File: config.mk
export PLATFORM = sky130hd
export DESIGN_NAME = clock_divider_bank
export DESIGN_NICKNAME = d
export VERILOG_FILES = /design/src/rtl/clock_manager_pkg.sv /design/src/rtl/clock_divider_channel.sv /design/src/rtl/clock_divider_bank.sv
export SDC_FILE = /design/constraint.sdc
export NUM_CORES = 1
export LEC_CHECK = 0
export ABC_AREA = 0
export CAP_MARGIN = 0
export CORE_UTILIZATION = 50
export CTS_BUF_LIST = sky130_fd_sc_hd__clkbuf_4 sky130_fd_sc_hd__clkbuf_8
export DETAILED_ROUTE_END_ITERATION = 10
export PLACE_DENSITY = 0.66
export SYNTH_ARGS = -nofsm -noshare
export SYNTH_HDL_FRONTEND = slang
export SYNTH_HIERARCHICAL = 1
export SYNTH_SLANG_ARGS = --single-unit
File: constraint.sdc
create_clock -name Fast_Clock -period 2.6 [get_ports Fast_Clock]
set_input_delay 0.52 -clock Fast_Clock [delete_from_list [all_inputs] [get_ports Fast_Clock]]
set_output_delay 0.52 -clock Fast_Clock [all_outputs]
set_load 0.02 [all_outputs]
File: src/rtl/clock_manager_pkg.sv
// Shared types and constants for the clock divider bank.
//   ch_state_t        per-channel run state (CH_STEP is only reachable with CLKDIV_STEP_EN)
//   SLOW_RESET_LEVEL  level of every Slow_Clock while in reset
//   DEFAULT_DIV_C     divisor loaded at reset (half-period = DEFAULT_DIV_C + 1 cycles)
//   ch_width()        channel-select width, max(1, $clog2(n))
package clock_manager_pkg;

    typedef enum logic [1:0] {
        CH_RUN,
        CH_HALT,
        CH_STEP
    } ch_state_t;

    localparam logic        SLOW_RESET_LEVEL = 1'b1;
    localparam int unsigned DEFAULT_DIV_C    = 5;

    function automatic int unsigned ch_width(input int unsigned n);
        return (n > 1) ? $clog2(n) : 1;
    endfunction

endpackage

File: src/rtl/clock_divider_channel.sv
// One programmable divider channel: half-period counter, active/pending divisor,
// RUN/HALT (+STEP) state machine and registered outputs.
// Optional feature: CLKDIV_STEP_EN enables single-period stepping from HALT.
// Ports:
//   fast_clock  in   clock for every flop
//   reset       in   synchronous, active-high
//   run         in   run request (level)
//   step        in   single-period request pulse (unused without CLKDIV_STEP_EN)
//   cfg_wr      in   accepted divisor write for this channel (only while pending is low)
//   cfg_div     in   divisor value to latch on cfg_wr
//   pending     out  a written divisor is waiting to be applied
//   slow_clock  out  divided clock, registered
//   rise_tick   out  one-cycle pulse in the cycle slow_clock is newly high
//   halted      out  channel frozen in the high phase
module clock_divider_channel
    import clock_manager_pkg::*;
#(
    parameter int unsigned DIV_W        = 8,
    parameter int unsigned DEFAULT_DIV  = DEFAULT_DIV_C,
    parameter bit          RUN_ON_RESET = 1'b1
) (
    input  logic             fast_clock,
    input  logic             reset,
    input  logic             run,
    input  logic             step,
    input  logic             cfg_wr,
    input  logic [DIV_W-1:0] cfg_div,
    output logic             pending,
    output logic             slow_clock,
    output logic             rise_tick,
    output logic             halted
);

    ch_state_t        state_q, state_d;
    logic [DIV_W-1:0] count_q, count_d;
    logic [DIV_W-1:0] div_q, div_d;
    logic [DIV_W-1:0] pdiv_q, pdiv_d;
    logic             pend_q, pend_d;
    logic             slow_q, slow_d;
    logic             rise_q, rise_d;
    // High only in the first cycle after reset: that cycle is treated as a rise
    // boundary so a channel with run low halts immediately.
    logic             fresh_q;
    logic             step_req;
    logic             at_end;

`ifdef CLKDIV_STEP_EN
    assign step_req = step;
`else
    logic unused_step;
    assign unused_step = step;
    assign step_req    = 1'b0;
`endif

    assign at_end = (count_q >= div_q);

    always_comb begin
        state_d = state_q;
        count_d = count_q;
        div_d   = div_q;
        pdiv_d  = pdiv_q;
        pend_d  = pend_q;
        slow_d  = slow_q;
        rise_d  = 1'b0;

        case (state_q)
            CH_HALT: begin
                // Output is frozen high with count at 0; a waiting divisor lands now.
                if (pend_q) begin
                    div_d  = pdiv_q;
                    pend_d = 1'b0;
                end
                if (run) begin
                    state_d = CH_RUN;
                end else if (step_req) begin
                    state_d = CH_STEP;
                end
            end
            default: begin
                if (state_q == CH_RUN && fresh_q && !run) begin
                    state_d = CH_HALT;
                end else if (at_end) begin
                    count_d = '0;
                    slow_d  = ~slow_q;
                    rise_d  = ~slow_q;
                    // Divisor changes only at a toggle so no half-period is cut short.
                    if (pend_q) begin
                        div_d  = pdiv_q;
                        pend_d = 1'b0;
                    end
                    if (state_q == CH_STEP && run) begin
                        state_d = CH_RUN;
                    end
                    // Halting only on a rising toggle keeps the output high and runt-free.
                    if (!slow_q && !run) begin
                        state_d = CH_HALT;
                    end
                end else begin
                    count_d = count_q + 1'b1;
                    if (state_q == CH_STEP && run) begin
                        state_d = CH_RUN;
                    end
                end
            end
        endcase

        if (cfg_wr) begin
            pdiv_d = cfg_div;
            pend_d = 1'b1;
        end
    end

    always_ff @(posedge fast_clock) begin
        if (reset) begin
            state_q <= RUN_ON_RESET ? CH_RUN : CH_HALT;
            count_q <= '0;
            div_q   <= DIV_W'(DEFAULT_DIV);
            pdiv_q  <= '0;
            pend_q  <= 1'b0;
            slow_q  <= SLOW_RESET_LEVEL;
            rise_q  <= 1'b0;
            fresh_q <= 1'b1;
        end else begin
            state_q <= state_d;
            count_q <= count_d;
            div_q   <= div_d;
            pdiv_q  <= pdiv_d;
            pend_q  <= pend_d;
            slow_q  <= slow_d;
            rise_q  <= rise_d;
            fresh_q <= 1'b0;
        end
    end

    assign pending    = pend_q;
    assign slow_clock = slow_q;
    assign rise_tick  = rise_q;
    assign halted     = (state_q == CH_HALT);

endmodule

File: src/rtl/clock_divider_bank.sv
// Bank of N_CH independent programmable clock dividers on Fast_Clock.
// Optional feature: CLKDIV_STEP_EN enables per-channel single-period stepping.
// Ports:
//   Fast_Clock  in   clock for every flop
//   Reset       in   synchronous, active-high
//   Run         in   per-channel run request (level)
//   Step        in   per-channel single-period pulse (ignored without CLKDIV_STEP_EN)
//   cfg_valid   in   divisor write request
//   cfg_ready   out  write can be accepted (always 1 for cfg_ch >= N_CH)
//   cfg_ch      in   target channel
//   cfg_div     in   new divisor
//   Slow_Clock  out  divided clocks
//   Rise_Tick   out  one-cycle pulse when Slow_Clock is newly high
//   Halted      out  channel frozen in the high phase
module clock_divider_bank
    import clock_manager_pkg::*;
#(
    parameter int unsigned N_CH         = 4,
    parameter int unsigned DIV_W        = 8,
    parameter int unsigned DEFAULT_DIV  = DEFAULT_DIV_C,
    parameter bit          RUN_ON_RESET = 1'b1,
    localparam int unsigned CH_W        = ch_width(N_CH)
) (
    input  logic             Fast_Clock,
    input  logic             Reset,
    input  logic [N_CH-1:0]  Run,
    input  logic [N_CH-1:0]  Step,
    input  logic             cfg_valid,
    output logic             cfg_ready,
    input  logic [CH_W-1:0]  cfg_ch,
    input  logic [DIV_W-1:0] cfg_div,
    output logic [N_CH-1:0]  Slow_Clock,
    output logic [N_CH-1:0]  Rise_Tick,
    output logic [N_CH-1:0]  Halted
);

    logic [N_CH-1:0] pending;
    logic [N_CH-1:0] wr;

    // Out-of-range channels match no iteration: they read ready and writes vanish.
    always_comb begin
        cfg_ready = 1'b1;
        wr        = '0;
        for (int unsigned i = 0; i < N_CH; i++) begin
            if (32'(cfg_ch) == i) begin
                cfg_ready = ~pending[i];
                wr[i]     = cfg_valid & ~pending[i];
            end
        end
    end

    for (genvar g = 0; g < N_CH; g++) begin : g_ch
        clock_divider_channel #(
            .DIV_W        (DIV_W),
            .DEFAULT_DIV  (DEFAULT_DIV),
            .RUN_ON_RESET (RUN_ON_RESET)
        ) u_ch (
            .fast_clock (Fast_Clock),
            .reset      (Reset),
            .run        (Run[g]),
            .step       (Step[g]),
            .cfg_wr     (wr[g]),
            .cfg_div    (cfg_div),
            .pending    (pending[g]),
            .slow_clock (Slow_Clock[g]),
            .rise_tick  (Rise_Tick[g]),
            .halted     (Halted[g])
        );
    end

endmodule

==> out/metrics.yaml, run 1 <==
r2r_cells: 6
cts_setup_buffers: 0
vias: 4997
place.gp.congestion: 0.8059
reg2reg_slack_ps: 360
end_kind: "primary output"
ys_types: 37
dieArea_mm2: 0.01198
p_leak_nw: 2.482
coreArea_mm2: 0.01103
grt_pass1_vias: 4661
holdPathStages: 2
critPathSlowestCell: "clkdlybuf4s50_1"
slew_violations: 0
start_kind: "primary input"
status: "finished clean"
hold_start: "g_ch[1].u_ch/pdiv_q[4]"
synth.net_count: 732
instances_no_fill: 868
ys_ff_latch: 120
drt_first_pass_iters: 5
min_period_ps: 2523
htree_levels: 4
cts_tree: "yes"
crit_arrival_ps: 2000
syn_area_mm2: 0.005772
rsz0062_at_grt: "no"
final_hold_viol_count: 0
final_layout_size_suffix_gt1_frac: 0.09341
nets: 772
area_growth_pct: 17.06
grt_use_total: 0.2241
fp.dieW_um: 109.4
crit_required_ps: 2080
powerDensity_mw_per_mm2: 629.3
cap_violations: 0
cts_resized: 1
start_util: 0.5233
vias_per_cell: 5.757
place_hpwl_um: 8712
slew_headroom: 0.5098
clock.fmax_mhz: 396.3
worst_pin_slew_ps: 735.4
avgSynthCellArea_um2: 8.551
cts_buffers: 17
ios: 34
ant_nets: 0
routed_wl_um: 12380
antenna_found_initial: 0
grt-ovfl-total: 0
skew_ps: 6.041
finalWorstSetupSlack_ps: 76.87
r2r-start: "g_ch[0].u_ch/count_q[5]"
vdd_ir_drop_max_mv: 0.4850
wl_per_cell_um: 14.26
fp.dieH_um: 109.4
cts_sinks: 120
max_stage_delay_ps: 550
drc_errors: 0
grt_pass1_wl_um: 20940
cp_max_fo: 2
root_buffer: "clkbuf_8"
clk_path_buf_depth: 2
dp_cells: 836
hold_end: "g_ch[1].u_ch/div_q[4]"
drt_iter0_markers: 305
preCtsSetupSlack_ps: -204.5
setup_viol: 0
path_cells: "clkdlybuf4s50_1 -> mux4_2 -> inv_1 -> dlygate4sd2_1"
ys_warn_count: 6
io_buffers: 29
clk_pin_slew_ps: 70
min_period_over_period: 0.9704
synthesis.instances: 675
hp-class: "reg -> reg"
antenna_cells: 0
r2r_end: "g_ch[0].u_ch/count_q[4]"
yosysSeqAreaShare: 0.4162
clkLatencyLatePin_ps: 430
grt_max_degree: 69
path_class: "in -> out"
hold_buffers: 0
num_rows: 38
[placed cells by master (no fill, tap or decap), drive strengths merged, types with 5 or more instances in the layout]
cell             n
a31oi           16
nor2b            8
clkbuf          18
nand2b           8
inv             54
nor3            17
mux2i           32
a21o            12
nor2            32
nor4b            5
ha              36
or4             16
or3              8
a21oi           64
o21ai           44
buf             21
clkinvlp         5
dfxtp          120
nand3           68
clkdlybuf4s50   27
nand2           41
a211oi           8
and3             8
nand3b           8
bufinv           5
[critical path, delay by kind of cell]
kind / cells / cell delay, ps
mux: 1 / 530
buf+inv: 3 / 940
[area by class of cell]
type | instances | area, um^2
clock buffers | 18 | 247.7
clock inverters | 14 | 222.7
inverters | 53 | 198.9
repair buffers | 49 | 436.7
well taps | 140 | 175.2
flip-flops and latches | 120 | 2402
multi-input cells | 474 | 3073
fillers | 984 | 4274
[cells by family (layout without fill, tap and decap cells)]
logic type,after synthesis,in the layout,share of synthesized area
buf+inv,81,134,0.05354
fa+ha+maj,36,36,0.07804
simple gates,237,237,0.2185
mux,33,33,0.05940
flops,120,120,0.4162
compound gates,168,168,0.1743
[through the flow]
step / area [um^2] / power, mW / hold slack, ps / utilization / TNS (ps)
2_1_floorplan: 5772 / 2.199 / 443.1 / - / 0
3_3_place_gp: 6287 / 2.323 / 461.0 / 0.5700 / -207.3
3_5_place_dp: 6287 / 2.343 / 459.3 / 0.5700 / -204.5
4_1_cts: 6756 / 4.302 / 469.4 / 0.6125 / 0
5_1_grt: 6756 / 4.429 / 491.3 / 0.6125 / 0
6_report: 6756 / 4.252 / 466.6 / 0.6125 / 0
[sequential cells by signal, indices dropped and copies added (netlist names)]
signal / flops
g_ch.u_ch/count_q: 32
g_ch.u_ch/pdiv_q: 32
g_ch.u_ch/fresh_q: 4
g_ch.u_ch/pending: 4
g_ch.u_ch/rise_tick: 4
g_ch.u_ch/state_q: 8
g_ch.u_ch/div_q: 32
g_ch.u_ch/slow_clock: 4
[cells in the mapped netlist]
cell	instances	area share
a2111oi_0	4	0.0061
a211o_2	4	0.0069
a211oi_1	8	0.010
a21o_1	12	0.016
a21oi_1	64	0.055
a221o_1	4	0.0069
a31oi_1	16	0.017
and3_1	8	0.0087
buf_1	4	0.0026
buf_2	4	0.0035
clkbuf_1	20	0.013
dfxtp_1	120	0.42
ha_1	36	0.078
inv_1	53	0.034
mux2i_1	32	0.055
mux4_2	1	0.0039
nand2_1	41	0.027
nand2b_1	8	0.0087
nand3_1	68	0.059
nand3b_1	8	0.010
nand4_1	4	0.0043
nor2_1	32	0.021
nor2b_1	8	0.0087
nor3_1	17	0.015
nor3b_1	1	0.0013
nor4_1	4	0.0043
nor4b_1	5	0.0076
nor4bb_1	1	0.0017
o211ai_1	4	0.0052
o21a_1	4	0.0052
o21ai_0	44	0.038
o2bb2a_1	4	0.0069
or2_2	4	0.0043
or3_1	4	0.0043
or3_2	4	0.0052
or4_1	16	0.021
or4b_1	4	0.0069
[metal layers]
layer  track usage  wire [um]
met1        0.2908       6140
met3       0.06461        441
met5             0          0
met4       0.07238        153
met2        0.3580       5639
[report_power, final]
group,switching (mW),leakage (nW),total (mW),internal (mW)
combinational,0.212,1.29,0.369,0.157
clock,0.778,0.218,1.95,1.17
sequential,0.0453,0.974,1.93,1.89
[how the worst max path moves through the flow]
stage                             from                 endpoint  slack (ps)  cells past startpoint
2_1_floorplan  g_ch[0].u_ch/count_q[5]  g_ch[0].u_ch/count_q[5]         580                      6
3_3_place_gp                 cfg_ch[0]                cfg_ready        -210                      4
3_5_place_dp                 cfg_ch[0]                cfg_ready        -200                      4
4_1_cts                      cfg_ch[0]                cfg_ready          70                      4
5_1_grt                      cfg_ch[0]                cfg_ready          30                      4
6_report                     cfg_ch[0]                cfg_ready          80                      4
(Power assumes the default switching activity.)
==> inputs of run 2 (changes only) <==
SETUP_SLACK_MARGIN = 0.5   (was unset)
TNS_END_PERCENT = 30   (was unset)
==> run 2 against run 1 <==
Net effect: flip-flop and latch count stayed put; worst hold slack worse by 7.3 ps; non-clock buffer count is 16 higher; core utilization is 4.4 points higher; largest power group unchanged; via count is 2.1% higher.
==> out/metrics.yaml, run 2 (synthesized netlist as in run 1, its figures left out) <==
ant_nets: 0
crit_required_ps: 2960
layout_commonest_cell: "dfxtp_1"
slew_headroom: 0.4883
routed_wl_um: 13290
cts_sinks: 120
io_buffers: 29
hp-class: "reg -> reg"
start_util: 0.5233
status: "finished clean"
vdd_ir_drop_max_mv: 0.4868
num_rows: 38
p_total_mw: 4.256
setup_viol: 0
r2r_end: "g_ch[0].u_ch/count_q[2]"
rsz0062_at_grt: "yes"
busiest_layer: "met2"
clk_path_buf_depth: 2
nets: 788
end_kind: "flop"
worst_pin_slew_ps: 767.6
hold_end: "g_ch[1].u_ch/div_q[4]"
use_met3: 0.06461
critPathSlowestCell: "or4b_4"
cts_tree: "yes"
clock_power_share: 0.458
drt_first_pass_iters: 4
vias_per_cell: 5.769
root_buffer: "clkbuf_8"
place_area_mm2: 0.006287
final_layout_size_suffix_gt1_frac: 0.2258
p_seq_frac: 0.452
grt_pass1_wl_um: 20980
top_regs: "g_ch.u_ch/count_q (32), g_ch.u_ch/div_q (32), g_ch.u_ch/pdiv_q (32)"
cp_max_fo: 7
r2r_cells: 7
grt_pass1_vias: 4662
drc_errors: 0
ios: 34
powerDensity_mw_per_mm2: 588.0
final_hold_viol_count: 0
slew_violations: 0
p_int_mw: 3.211
path_class: "reg -> reg"
setup_tns_ps: 0
antenna_found_initial: 0
skew_ps: 6.417
crit_arrival_ps: 2470
min_period_ps: 2106
grt_max_degree: 69
antenna_cells: 0
path_cells: "inv_1 -> ha_1 -> a21oi_1 -> o21ai_2 -> a21o_4 -> or4b_4 -> a21oi_2"
swShare: 0.2456
p_switching_mw: 1.045
r2r-start: "g_ch[0].u_ch/div_q[2]"
place_hpwl_um: 8712
fin_area_mm2: 0.007238
area_growth_pct: 25.41
hold_start: "g_ch[1].u_ch/pdiv_q[4]"
layout_common_cells: "dfxtp_1, nand3_1, a21oi_1"
vias: 5100
reg2reg_slack_ps: 490
met2_usage: 0.3589
grt_util_met1: 0.2912
clk_pin_slew_ps: 70
min_period_over_period: 0.8099
htree_levels: 4
max_stage_delay_ps: 510
clkLatencyLatePin_ps: 430
cap_violations: 0
grt-ovfl-total: 0
combPwrFrac: 0.090
place.gp.congestion: 0.8059
cts_buffers: 17
grt_use_total: 0.2245
clock.fmax_mhz: 474.9
wl_per_cell_um: 15.04
holdPathStages: 2
coreArea_mm2: 0.01103
dieArea_mm2: 0.01198
start_kind: "flop"
p_leak_nw: 2.648
fp.dieW_um: 109.4
drt_iter0_markers: 278
fp.dieH_um: 109.4
[run 2: cell count changes in the layout (fill, tap and decap cells not counted), sizes merged]
cell           delta
dlygate4sd2       +4
buf              +16
clkdlybuf4s15     +2
clkdlybuf4s50     -6
[run 2: how the worst max path moves through the flow]
stage / depth (start not counted) / from / slack [ps] / end
floorplan: 6 / g_ch[0].u_ch/count_q[5] / 580 / g_ch[0].u_ch/count_q[5]
global placement: 4 / cfg_ch[0] / -210 / cfg_ready
detailed placement: 4 / cfg_ch[0] / -200 / cfg_ready
CTS: 6 / g_ch[2].u_ch/count_q[4] / 400 / g_ch[2].u_ch/count_q[5]
global route: 7 / g_ch[2].u_ch/div_q[6] / 390 / g_ch[2].u_ch/count_q[3]
finish: 7 / g_ch[0].u_ch/div_q[2] / 490 / g_ch[0].u_ch/count_q[2]
[run 2: critical path, delay by kind of cell, from the launching register on]
kind / cells / cell delay [ps]
fa+ha+maj: 1 / 300
compound gates: 4 / 820
buf+inv: 1 / 60
simple gates: 1 / 510
flops: 1 / 350
[run 2: what timing repair did]
action                                  CTS  global route
pin swaps                                 8            34
resized for setup                        19            96
endpoints found under the setup margin   34            64
hold buffers                              0             0
buffers inserted                          2            12
cloned                                    0             2
[run 2: power groups by stage]
stage / Combinational [mW] / Clock (mW) / Sequential (mW)
finish: 0.383 / 1.95 / 1.92
detailed placement: 0.370 / 0 / 1.97
global route: 0.423 / 2.08 / 1.93
floorplan: 0.237 / 0 / 1.96
CTS: 0.368 / 2.00 / 1.93
global placement: 0.352 / 0 / 1.97
[run 2: metrics by stage]
stage                     utilization  instances  hold WS [ps]  worst slack, ps
final                          0.6562        884         459.3            494.3
after global routing           0.6562        884         490.1            391.7
after floorplan                     -        675         443.1            575.6
after CTS                      0.6148        870         469.4            397.2
after global placement         0.5700        836         461.0           -207.3
after detailed placement       0.5700        836         459.3           -204.5
[run 2: final cells by class]
cell class	count	area (um^2)
inverters	53	198.9
clock inverters	14	222.7
repair buffers	65	551.8
fillers	920	3792
flip-flops and latches	120	2475
clock buffers	18	247.7
well taps	140	175.2
multi-input cells	474	3367
[run 2: metal layers]
layer  part of all wire  up-vias
met5                  0        -
li1                   -     2569
met2               0.47       80
met1               0.48     2431
met3              0.036       20
met4              0.018        0
==> inputs of run 3 (changes only) <==
PLACE_DENSITY = 0.68   (was 0.66)
clock period = 1.7 ns   (was 2.6 ns; I/O delays follow)
==> run 3 against run 2 <==
Net effect: the run now ends with negative setup slack left; core utilization grew 8.5 points; sequential power grew 53%; die area is the same; count of clock-buffer cells in the layout grew 11; non-clock buffer count grew 97; combinational power grew 120%; setup slack lost 920 ps; cell count grew 11%; first-iteration DRC count grew 20%; routed wire length grew 19%; critical path type unchanged.
==> out/metrics.yaml, run 3 (synthesized netlist as in run 1, its figures left out) <==
crit_arrival_ps: 2480
p_int_mw: 4.609
wl_per_cell_um: 16.13
grt_max_degree: 56
layout_common_cells: "buf_4, dfxtp_1, nand3_1"
ant_nets: 0
antenna_cells: 0
slew_headroom: 0.5665
fp.dieH_um: 109.4
place_hpwl_um: 9895
drt_iter0_markers: 334
min_period_over_period: 1.251
end_kind: "flop"
slew_violations: 0
drt_first_pass_iters: 7
path_class: "reg -> reg"
place.gp.congestion: 0.8109
p_leak_nw: 3.167
start_kind: "flop"
top_regs: "g_ch.u_ch/count_q (32), g_ch.u_ch/div_q (32), g_ch.u_ch/pdiv_q (32)"
vias: 5680
cts_tree: "yes"
layout_commonest_cell: "buf_4"
clkLatencyLatePin_ps: 430
worst_pin_slew_ps: 650.3
swShare: 0.2543
vias_per_cell: 5.796
dp_cells: 926
routed_wl_um: 15810
p_seq_frac: 0.475
cp_max_fo: 8
instances_no_fill: 980
cap_violations: 0
status: "complete, but fails checks"
powerDensity_mw_per_mm2: 755.7
rsz0062_at_grt: "yes"
io_buffers: 29
area_growth_pct: 41.73
nets: 885
hp-class: "in -> reg"
p_switching_mw: 1.572
min_period_ps: 2127
final_util: 0.7416
setup_tns_ps: -20340
clock_power_share: 0.388
fp.dieW_um: 109.4
clk_pin_slew_ps: 60
skew_ps: 7.628
grt_pass1_vias: 5481
coreArea_mm2: 0.01103
drc_errors: 0
grt_use_total: 0.2674
p_total_mw: 6.182
combPwrFrac: 0.136
crit_required_ps: 2050
num_rows: 38
final_hold_viol_count: 0
grt_pass1_wl_um: 24580
grt-ovfl-total: 0
clock.fmax_mhz: 470.1
ios: 34
preCtsSetupSlack_ps: -746.1
cts_buffers: 17
antenna_found_initial: 0
start_util: 0.5233
clk_path_buf_depth: 2
root_buffer: "clkbuf_8"
dieArea_mm2: 0.01198
htree_levels: 4
setup_viol: 85
violations: "negative setup slack"
vdd_ir_drop_max_mv: 0.6067
final_layout_size_suffix_gt1_frac: 0.3905
cts_sinks: 120
finalWorstSetupSlack_ps: -427.0
run 3: path summary, 6_finish.rpt:
path                            cells past startpoint  slack [ps]                     end                    start
worst max-delay path                               10        -430   g_ch[1].u_ch/div_q[5]    g_ch[1].u_ch/div_q[6]
worst min-delay path                                1         370    g_ch[0].u_ch/fresh_q                    Reset
worst max register to register                     10        -430   g_ch[1].u_ch/div_q[5]    g_ch[1].u_ch/div_q[6]
worst min register to register                      1         460  g_ch[2].u_ch/rise_tick  g_ch[2].u_ch/slow_clock
run 3: what timing repair did:
item | in CTS | in global routing
gates resized for setup | 189 | 67
setup endpoints to repair | 129 | 128
buffers inserted | 18 | 5
hold buffers | 0 | 0
pin swaps | 55 | 40
run 3: critical path: stages (launching register included):
cell and delay, ps:
dfxtp_2 340, inv_2 50, ha_4 230, a21o_1 180, a221o_1 360, buf_4 150, buf_6 110, a211oi_2 200
buf_4 200, o21ai_2 70, a21oi_1 170
run 3: metrics by stage:
step           hold WS [ps]  cell area, um^2
2_1_floorplan         367.7             5777
3_3_place_gp          457.8             6968
3_5_place_dp          461.1             6968
4_1_cts               333.3             7939
5_1_grt               356.9             8180
6_report              367.5             8180
run 3: layout make-up:
class	count	area, um^2
clock buffers	29	361.6
clock inverters	2	10.01
fillers	760	2850
inverters	53	201.4
multi-input cells	474	3645
flip-flops and latches	120	2450
well taps	140	175.2
repair buffers	162	1338
run 3: power groups by stage:
stage | Sequential [mW] | Clock (mW) | Combinational, mW
floorplan | 3.00 | 0 | 0.362
global placement | 3.00 | 0 | 0.683
detailed placement | 3.00 | 0 | 0.712
CTS | 2.94 | 2.43 | 0.777
global route | 2.94 | 2.60 | 0.904
finish | 2.94 | 2.40 | 0.841
run 3: metal layers:
layer | vias up | wire [um] | GRT usage
met5 | - | 0 | 0
met4 | 0 | 276 | 0.1019
met3 | 30 | 622 | 0.06758
met1 | 2743 | 6829 | 0.3070
li1 | 2770 | - | -
met2 | 137 | 8079 | 0.4757
